<file path="config.mk">
export PLATFORM = sky130hd
export DESIGN_NAME = nim_score_tracker
export DESIGN_NICKNAME = d
export VERILOG_FILES = /design/src/rtl/nim_score_tracker.sv
export SDC_FILE = /design/constraint.sdc
export NUM_CORES = 1
export LEC_CHECK = 0
export CELL_PAD_IN_SITES_DETAIL_PLACEMENT = 0
export CELL_PAD_IN_SITES_GLOBAL_PLACEMENT = 2
export CORE_UTILIZATION = 33
export DETAILED_ROUTE_END_ITERATION = 8
export PLACE_DENSITY_LB_ADDON = 0.08
export SETUP_SLACK_MARGIN = 0.5
export SYNTH_ARGS = -nofsm -noshare
export SYNTH_HDL_FRONTEND = slang
export SYNTH_SLANG_ARGS = --single-unit
</file>
<file path="constraint.sdc">
create_clock -name clk -period 2.6 [get_ports clk]
set_clock_uncertainty 0.05 [all_clocks]
set_input_delay 0.26 -clock clk [delete_from_list [all_inputs] [get_ports clk]]
set_output_delay 0.26 -clock clk [all_outputs]
set_load 0.02 [all_outputs]
</file>
<file path="src/rtl/nim_score_tracker.sv">
// Guess scorer: edge-detects a keypad entry, compares it with the target, adjusts the
// selected player's BCD score, locks out further entries for a while, and reports the leader.
module nim_score_tracker #(
    parameter int VAL_W       = 4,
    parameter int DIGITS      = 2,
    parameter int PLAYERS     = 2,
    parameter int LOCK_CYCLES = 4,
    parameter int WRAP_ON_MAX = 0,
    localparam int PW         = (PLAYERS > 1) ? $clog2(PLAYERS) : 1
) (
    input  logic                        clk,
    input  logic                        reset,
    input  logic                        key_valid,
    input  logic [VAL_W-1:0]            key_value,
    input  logic [VAL_W-1:0]            target_value,
    input  logic [PW-1:0]               player_sel,
    output logic [PLAYERS*DIGITS*4-1:0] score_bcd,
    output logic                        hit,
    output logic                        miss,
    output logic                        busy,
    output logic [PW-1:0]               leader
);

    localparam int DW = DIGITS * 4;
    localparam int SW = PLAYERS * DW;
    localparam int CW = (LOCK_CYCLES > 1) ? $clog2(LOCK_CYCLES) : 1;
    localparam logic [DW-1:0] ALL9     = {DIGITS{4'h9}};
    localparam logic [PW:0]   NPLAYERS = (PW+1)'(PLAYERS);

    typedef enum logic [1:0] {IDLE, EVAL, LOCK} state_e;

    state_e          state_q, state_d;
    logic [CW-1:0]   cnt_q, cnt_d;
    logic            kv_q;
    logic            eq_q;
    logic [PW-1:0]   sel_q;
    logic [SW-1:0]   score_q, score_d;
    logic            hit_q, miss_q;
    logic            accept;

    function automatic logic [DW-1:0] bcd_inc(input logic [DW-1:0] v);
        logic [DW-1:0] r;
        logic          c;
        r = v;
        c = 1'b1;
        if (v == ALL9) begin
            r = (WRAP_ON_MAX != 0) ? '0 : v;
        end else begin
            for (int unsigned d = 0; d < DIGITS; d++) begin
                if (c) begin
                    if (v[d*4 +: 4] == 4'd9) begin
                        r[d*4 +: 4] = 4'd0;
                    end else begin
                        r[d*4 +: 4] = v[d*4 +: 4] + 4'd1;
                        c = 1'b0;
                    end
                end
            end
        end
        return r;
    endfunction

    function automatic logic [DW-1:0] bcd_dec(input logic [DW-1:0] v);
        logic [DW-1:0] r;
        logic          b;
        r = v;
        b = 1'b1;
        if (v != '0) begin
            for (int unsigned d = 0; d < DIGITS; d++) begin
                if (b) begin
                    if (v[d*4 +: 4] == 4'd0) begin
                        r[d*4 +: 4] = 4'd9;
                    end else begin
                        r[d*4 +: 4] = v[d*4 +: 4] - 4'd1;
                        b = 1'b0;
                    end
                end
            end
        end
        return r;
    endfunction

    assign accept = key_valid && !kv_q && (state_q == IDLE) && ({1'b0, player_sel} < NPLAYERS);

    always_ff @(posedge clk) begin
        if (reset) begin
            state_q <= IDLE;
            cnt_q   <= '0;
        end else begin
            state_q <= state_d;
            cnt_q   <= cnt_d;
        end
    end

    always_comb begin
        state_d = state_q;
        cnt_d   = cnt_q;
        case (state_q)
            IDLE: if (accept) state_d = EVAL;
            EVAL: begin
                state_d = LOCK;
                cnt_d   = CW'(LOCK_CYCLES - 1);
            end
            LOCK: begin
                if (cnt_q == '0) state_d = IDLE;
                else             cnt_d   = cnt_q - CW'(1);
            end
            default: state_d = IDLE;
        endcase
    end

    always_comb begin
        busy = (state_q != IDLE);
    end

    always_comb begin
        score_d = score_q;
        for (int unsigned p = 0; p < PLAYERS; p++) begin
            if (state_q == EVAL && sel_q == PW'(p)) begin
                score_d[p*DW +: DW] = eq_q ? bcd_inc(score_q[p*DW +: DW])
                                           : bcd_dec(score_q[p*DW +: DW]);
            end
        end
    end

    // kv_q resets high so a key held across reset release never looks like a new edge.
    always_ff @(posedge clk) begin
        if (reset) begin
            kv_q    <= 1'b1;
            eq_q    <= 1'b0;
            sel_q   <= '0;
            score_q <= '0;
            hit_q   <= 1'b0;
            miss_q  <= 1'b0;
        end else begin
            kv_q    <= key_valid;
            score_q <= score_d;
            hit_q   <= (state_q == EVAL) && eq_q;
            miss_q  <= (state_q == EVAL) && !eq_q;
            if (accept) begin
                eq_q  <= (key_value == target_value);
                sel_q <= player_sel;
            end
        end
    end

    // Packed BCD compares correctly as plain unsigned; strict > keeps ties on the lower index.
    always_comb begin
        logic [DW-1:0] best;
        leader = '0;
        best   = score_q[DW-1:0];
        for (int unsigned p = 1; p < PLAYERS; p++) begin
            if (score_q[p*DW +: DW] > best) begin
                best   = score_q[p*DW +: DW];
                leader = PW'(p);
            end
        end
    end

    assign score_bcd = score_q;
    assign hit       = hit_q;
    assign miss      = miss_q;

endmodule
</file>
; ---- Word-level counts from Yosys, hierarchy flattened
; Index checks and enable logic that the tools add are counted.
[op_classes]
addsub = 9
order_cmp = 1
eq_ne = 16
muxes = 36
bitwise = 1
n_reduce_logical = 28
[ops]
columns = op, n
row1 = two-way mux 4 bit, 12
row2 = two-way mux 8 bit, 6
row3 = "adder 4 x 1 -> 4 bit, second input constant", 4
row4 = "== test 4 bit, second input constant", 4
row5 = "== test 8 bit, second input constant", 2
row6 = zero test 4 bit, 4
row7 = nonzero test 8 bit, 2
row8 = "subtractor 4 x 1 -> 4 bit, second input constant", 4
row9 = two-way mux 1 bit, 13
row10 = nonzero test 2 bit, 6
row11 = "inequality test 2 bit, second input constant", 5
row12 = AND reduction 5 bit, 2
row13 = greater-than comparator 8 bit, 1
row14 = logical AND 1 bit, 6
row15 = two-way mux 2 bit, 3
row16 = case mux 2 bit (3 select lines), 1
row17 = AND reduction 3 bit, 2
row18 = == test 4 bit, 1
row19 = zero test 2 bit, 2
row20 = "inequality test 2 x 1 -> 1 bit, second input constant", 2
row21 = case mux 2 bit (2 select lines), 1
row22 = AND reduction 2 bit, 2
row23 = "== test 2 x 1 -> 1 bit, second input constant", 1
row24 = "== test 2 bit, second input constant", 1
row25 = other kinds (3), 4
[totals]
register_bits = 25
input_bits = 12
output_inout_bits = 20
word_cells = 102

; ---- Depth between registers and ports, before layout
[logic_depth]
depth_word = 7
ltp_mapped = 8
ltp_nobuf = 7

; ---- Least setup slack after synthesis
; No wires, ideal clock.
[synth_timing]
kind = flip-flop to output port
start = register score_q[1] (netlist: score_bcd[1])
end = output port leader
t_arrival_ps = 1847
t_required_ps = 2290
path_slack_ps = 443
stages_incl_launch_ff = 9
n_path_buf = 1
cell_sequence = dfxtp_1 > clkbuf_1 > inv_1 > ha_1 > nor2b_1 > o21a_1 > o21ai_0 > a21oi_1 > o22a_1
[synth_between]
elab_chain_len = 2
[synth_lines]
columns = item, line_no
row1 = "start, declared", 37  ; logic [SW-1:0] score_q, score_d;
row2 = "start signal, assigned", 137  ; score_q <= score_d;
row3 = greater-than comparator 8 bit, 153  ; if (score_q[p*DW +: DW] > best) begin
row4 = two-way mux 1 bit, 153
row5 = "end, declared", 21  ; output logic [PW-1:0] leader
; Every way passes these cells.

; ---- Final worst setup path
; Same ends and word-level chain as after synthesis.

==> qor.yml <==
drc_errors: 0
layout_min_cycle_time_ps: 2070
start_util_pct: 35.3
die_x_um: 77.0
status: "finished, final reports clean"
synth_cell_types: 53
postSynthAreaPerCell_um2: 7.65
clkTransAtPathRegs_ps: 100
netlist_instances: 243
nFillCells: 584
synth_area_um2: 1860
portBuffers: 31
grt_max_degree: 19
power_density_nw_per_um2: 290
tightest_slew_ps: 694
ir_worst_vdd_mv: 0.169
rsz0062_at_grt: "yes"
drt_iter0_drc: 67
ys_ff_latch: 25
synth-edff-count: 0
drt_wl_total_mm: 4.60
dieArea_um2: 5930
diodes: 0
hp-class: "reg -> reg"
critPathLaunchType: "register"
maxCapViolCount: 0
drive_above_1_share_pct: 15.9
route.met3.wl_um: 76
fin_hold_ws_ps: 479
synth_top_area_share_pct: 26.9
fin_ws_ps: 528
core_um2: 5270
area.growth.synth_to_final_pct: 27.8
clockRootBuffer: "clkbuf_8"
async_flop_share_pct: 0
p_leak_nw: 0.830
cts_tree: "done"
cts_hold_buf: 0
ys_warn_count: 0
synth.most_common_cell: "nor2_1"
synth.area.top_cells: "dfxtp_1 (27%), ha_1 (6.1%), nor2_1 (5.3%)"
wire_per_inst_um: 13.3
ys_seq_area_share_pct: 26.9
dr_wl_met2_mm: 2.12
place_ws_ps: 309
hold_viol: 0
maxSlewViolCount: 0
grt_pass1_wl_mm: 8.03
grt_pass1_vias: 1687
grt_use_total_pct: 16.5
crit_required_ps: 2290
setup_tns_ps: 0
synth_nets: 264
synthTopCellsByCount: "nor2_1 (26), dfxtp_1 (25), nand2_1 (18), o21ai_0 (18), inv_1 (15)"
place_congestion: 0.720
ys.flop_type: "dfxtp_1"
crit_path_max_fanout: 2
setup.worst_path.class: "reg -> out"
cts_buffer_depth: 2
cts_num_sinks: 25
arrival_ps: 1760
yosysTopAreaCell: "dfxtp_1"
clock_latency_ps: 270
grt_remaining_overflow: 0
die_h_um: 77.0
fin_crit_sh_pct: 79.7
numCtsBuffers: 3
setup_viol: 0
vias_per_cell: 5.21
drtAntennaViolNets: 0
vias: 1803
wl_met1_mm: 2.38
final_util_pct: 45.1
h-tree-depth: 1
row_count: 26
dpl.hpwl_mm: 3.35
final_nets: 298
io_pins: 32
top_layer: "met4"
max_freq_mhz: 483
antenna_found_initial: 0
setup.worst_path.end_class: "output port"
drt_pass1_iterations: 4
slew-limit-headroom_pct: 53.6
[kinds of logic after synthesis]
family	after synthesis	synth area share, %
XOR/XNOR	12	5.66
multiplexers	4	2.22
AND/OR/NAND/NOR	92	26.0
AO/OA/AOI/OAI	68	25.3
flip-flops	25	26.9
buffers and inverters	33	7.88
adder cells (fa/ha/maj)	9	6.06
[registers in the layout, summed over array words and instances (netlist names)]
register   cells
sel_q          1
cnt_q          2
score_bcd     16
miss           1
hit            1
state_q        2
eq_q           1
kv_q           1
[cell usage in the layout, fill, tap and decap left out, types with 5 or more instances in the layout]
cell type,n
clkdlybuf4s50_1,30
nor3_1,10
xor2_1,6
nand2_1,18
dfxtp_1,20
xnor2_1,6
a21oi_1,9
nand3_1,7
a211oi_1,5
nor2_1,26
buf_4,17
nor2b_1,6
inv_1,14
ha_1,8
o21ai_0,16
[power breakdown]
group	internal, mW	leakage (nW)	switching, mW
clock network	0.109	0.0217	0.129
registers	0.386	0.205	0.00388
logic	0.0325	0.603	0.0284
total	0.527	0.830	0.161
[cell type report]
class                      instances  area [µm²]  area share, %
multi-input combinational        185        1240           52.4
sequential                        25         509           21.4
timing repair buffer              47         428           18.0
tap                               70        87.6           3.69
inverter                          15        56.3           2.37
clock buffer                       3        41.3           1.74
clock inverter                     1        7.51          0.316
[layer usage]
| layer | global-route usage [%] | vias to the layer above |
|---|---|---|
| met5 | 0 | - |
| met4 | 4.53 | 0 |
| met3 | 1.43 | 2 |
| met2 | 27.4 | 26 |
| met1 | 22.7 | 838 |
| li1 | - | 937 |
[path summary, 6_finish.rpt]
| path | start | end | slack (ps) | cells after the start |
|---|---|---|---|---|
| worst max register to register | eq_q$_SDFFE_PP0P_ | score_bcd[11]$_SDFFE_PP0P_ | 660 | 6 |
| worst max-delay path | score_bcd[1]$_SDFFE_PP0P_ | leader | 530 | 8 |
| worst min register to register | cnt_q[1]$_SDFFE_PP0P_ | cnt_q[1]$_SDFFE_PP0P_ | 480 | 2 |
| worst min-delay path | cnt_q[1]$_SDFFE_PP0P_ | cnt_q[1]$_SDFFE_PP0P_ | 480 | 2 |
[through the flow]
stage	instance area, µm²	total power [mW]	cells
2_1_floorplan	1860	0.431	243
3_3_place_gp	2270	0.461	340
3_5_place_dp	2270	0.461	340
4_1_cts	2330	0.698	344
5_1_grt	2370	0.720	346
6_report	2370	0.688	346
[timing repair]
action / 4_1_cts / 5_1_grt
setup endpoints to repair: 1 / 8
pin swaps: 0 / 1
resized for setup: 12 / 7
setup buffers: 0 / 2
[worst max-delay path, stage by stage, from the launching register on]
cell     delay [ps]
dfxtp_2         330
inv_1            50
ha_1            290
nor2b_1         130
o21a_1          160
o21ai_1         110
a21oi_1          80
o22a_1          180
buf_4           160
(Power assumes the default switching activity.)
==> variant (config.mk and constraints unchanged) <==
The parameter `DIGITS` goes from 2 to 4.
--- a/src/rtl/nim_score_tracker.sv
+++ b/src/rtl/nim_score_tracker.sv
@@ -2,7 +2,7 @@
 // selected player's BCD score, locks out further entries for a while, and reports the leader.
 module nim_score_tracker #(
     parameter int VAL_W       = 4,
-    parameter int DIGITS      = 2,
+    parameter int DIGITS      = 4,
     parameter int PLAYERS     = 2,
     parameter int LOCK_CYCLES = 4,
     parameter int WRAP_ON_MAX = 0,
Interface: changed (resized score_bcd); port bits go from 32 to 48. No check against the original RTL was run, so the function may have changed too.
==> variant against the unedited design <==
  * Wire length grew to 2.6 times the old value
  * Critical path depth shrank 1
  * Sequential power grew 63%
  * Area after synthesis grew 91%
  * Final area grew 110%
  * Sequential cell count grew 16
  * First-iteration DRC count grew to 3.0 times the old value
  * Fmax shrank 6.9%
  * Final cell count grew 96%
  * Utilization grew 2.9 points
  * Total power grew 69%
  * Worst setup slack lost 150 ps
==> variant: results (changes against the unedited design) <==
| Metric | Value |
|---|---|
| Outcome | `finished, final reports clean` |
| Post-Syn Instances | `466 (+92%)` |
| Number of global-route vias before repair | `3551 (+110%)` |
| Drt first-iter violations | `199 (+200%)` |
| Area after DPL | `4340 µm² (+91%)` |
| Hold slack | `456 ps (-23.2 ps)` |
| WHS Endpoint | `score_bcd[11]` |
| Compound-Gate Fraction of Synth Area | `0.307 (+0.0545)` |
| Tot GR Track Use | `0.208 (+0.0427)` |
| Final Non-Filler Cells | `679 (+96%)` |
| Least-Margin Pin Slew | `503 ps (-191 ps)` |
| Worst Path Max Fanout | `4 (+2)` |
| GP Congestion | `0.801 (+11%)` |
| H-tree levels | `2 (+1)` |
| Metal3 WL | `527 µm (+590%)` |
| Placed Cells incl. Taps | `649 (+91%)` |
| Register-to-register setup slack | `450 ps (-210 ps)` |
| Post-CTS Setup Bufs | `13 (+13)` |
| Synth Area in Adders | `0.0601 (-0.000535)` |
| Max rail drop VDD | `0.195 mV (+16%)` |
| Synth Net Count | `495 (+88%)` |
| Post-synthesis sequential area ratio | `0.232 (-0.0376)` |
| Final HPWL DP | `7.81 mm (+130%)` |
| Reg-to-Reg Start | `score_bcd[1]` |
| Met2 wire length | `5.54 mm (+160%)` |
| Arrival @ worst endpoint | `1910 ps (+150 ps)` |
| Largest cells by area after synthesis | `dfxtp_1, ha_1, a21oi_1, o21ai_0, clkbuf_1` |
| Pre-CTS WS | `236 ps (-73.0 ps)` |
| CP max-delay cell | `ha_1` |
| Mux contribution to synthesized area | `0.0120 (-0.0102)` |
| Seq pwr | `0.635 mW (+63%)` |
## variant: cell count changes in the layout (fill, tap and decap cells not counted), sizes merged, moves of 7 or more
cell / before / now
inv: 15 / 22
ha: 9 / 17
buf: 17 / 63
o31ai: 1 / 10
o21ai: 20 / 34
or3: 0 / 12
a21oi: 9 / 37
dfxtp: 25 / 41
nand3: 7 / 16
a21o: 0 / 7
nor3: 11 / 18
clkdlybuf4s50: 30 / 46
## variant: routing by layer
metal	global-route usage	up-vias
met1	0.281	1869
met4	0.0536	0
li1	-	1927
met3	0.0278	13
met5	0	-
met2	0.347	84
## variant: cell type report
type / instances / area, µm²
Tap cell: 136 / 170
Sequential cell: 41 / 838
Inverter: 22 / 85.1
Clock buffer: 6 / 72.6
Multi-Input combinational cell: 360 / 2690
Fill cell: 1035 / 5390
Clock inverter: 2 / 10.0
Timing Repair Buffer: 112 / 1110
## variant: tightest hold or removal path, delay by kind of cell (launching register included)
family	cells	cell delay (ps)
flops	1	320
compound gates	1	70
buf+inv	1	70
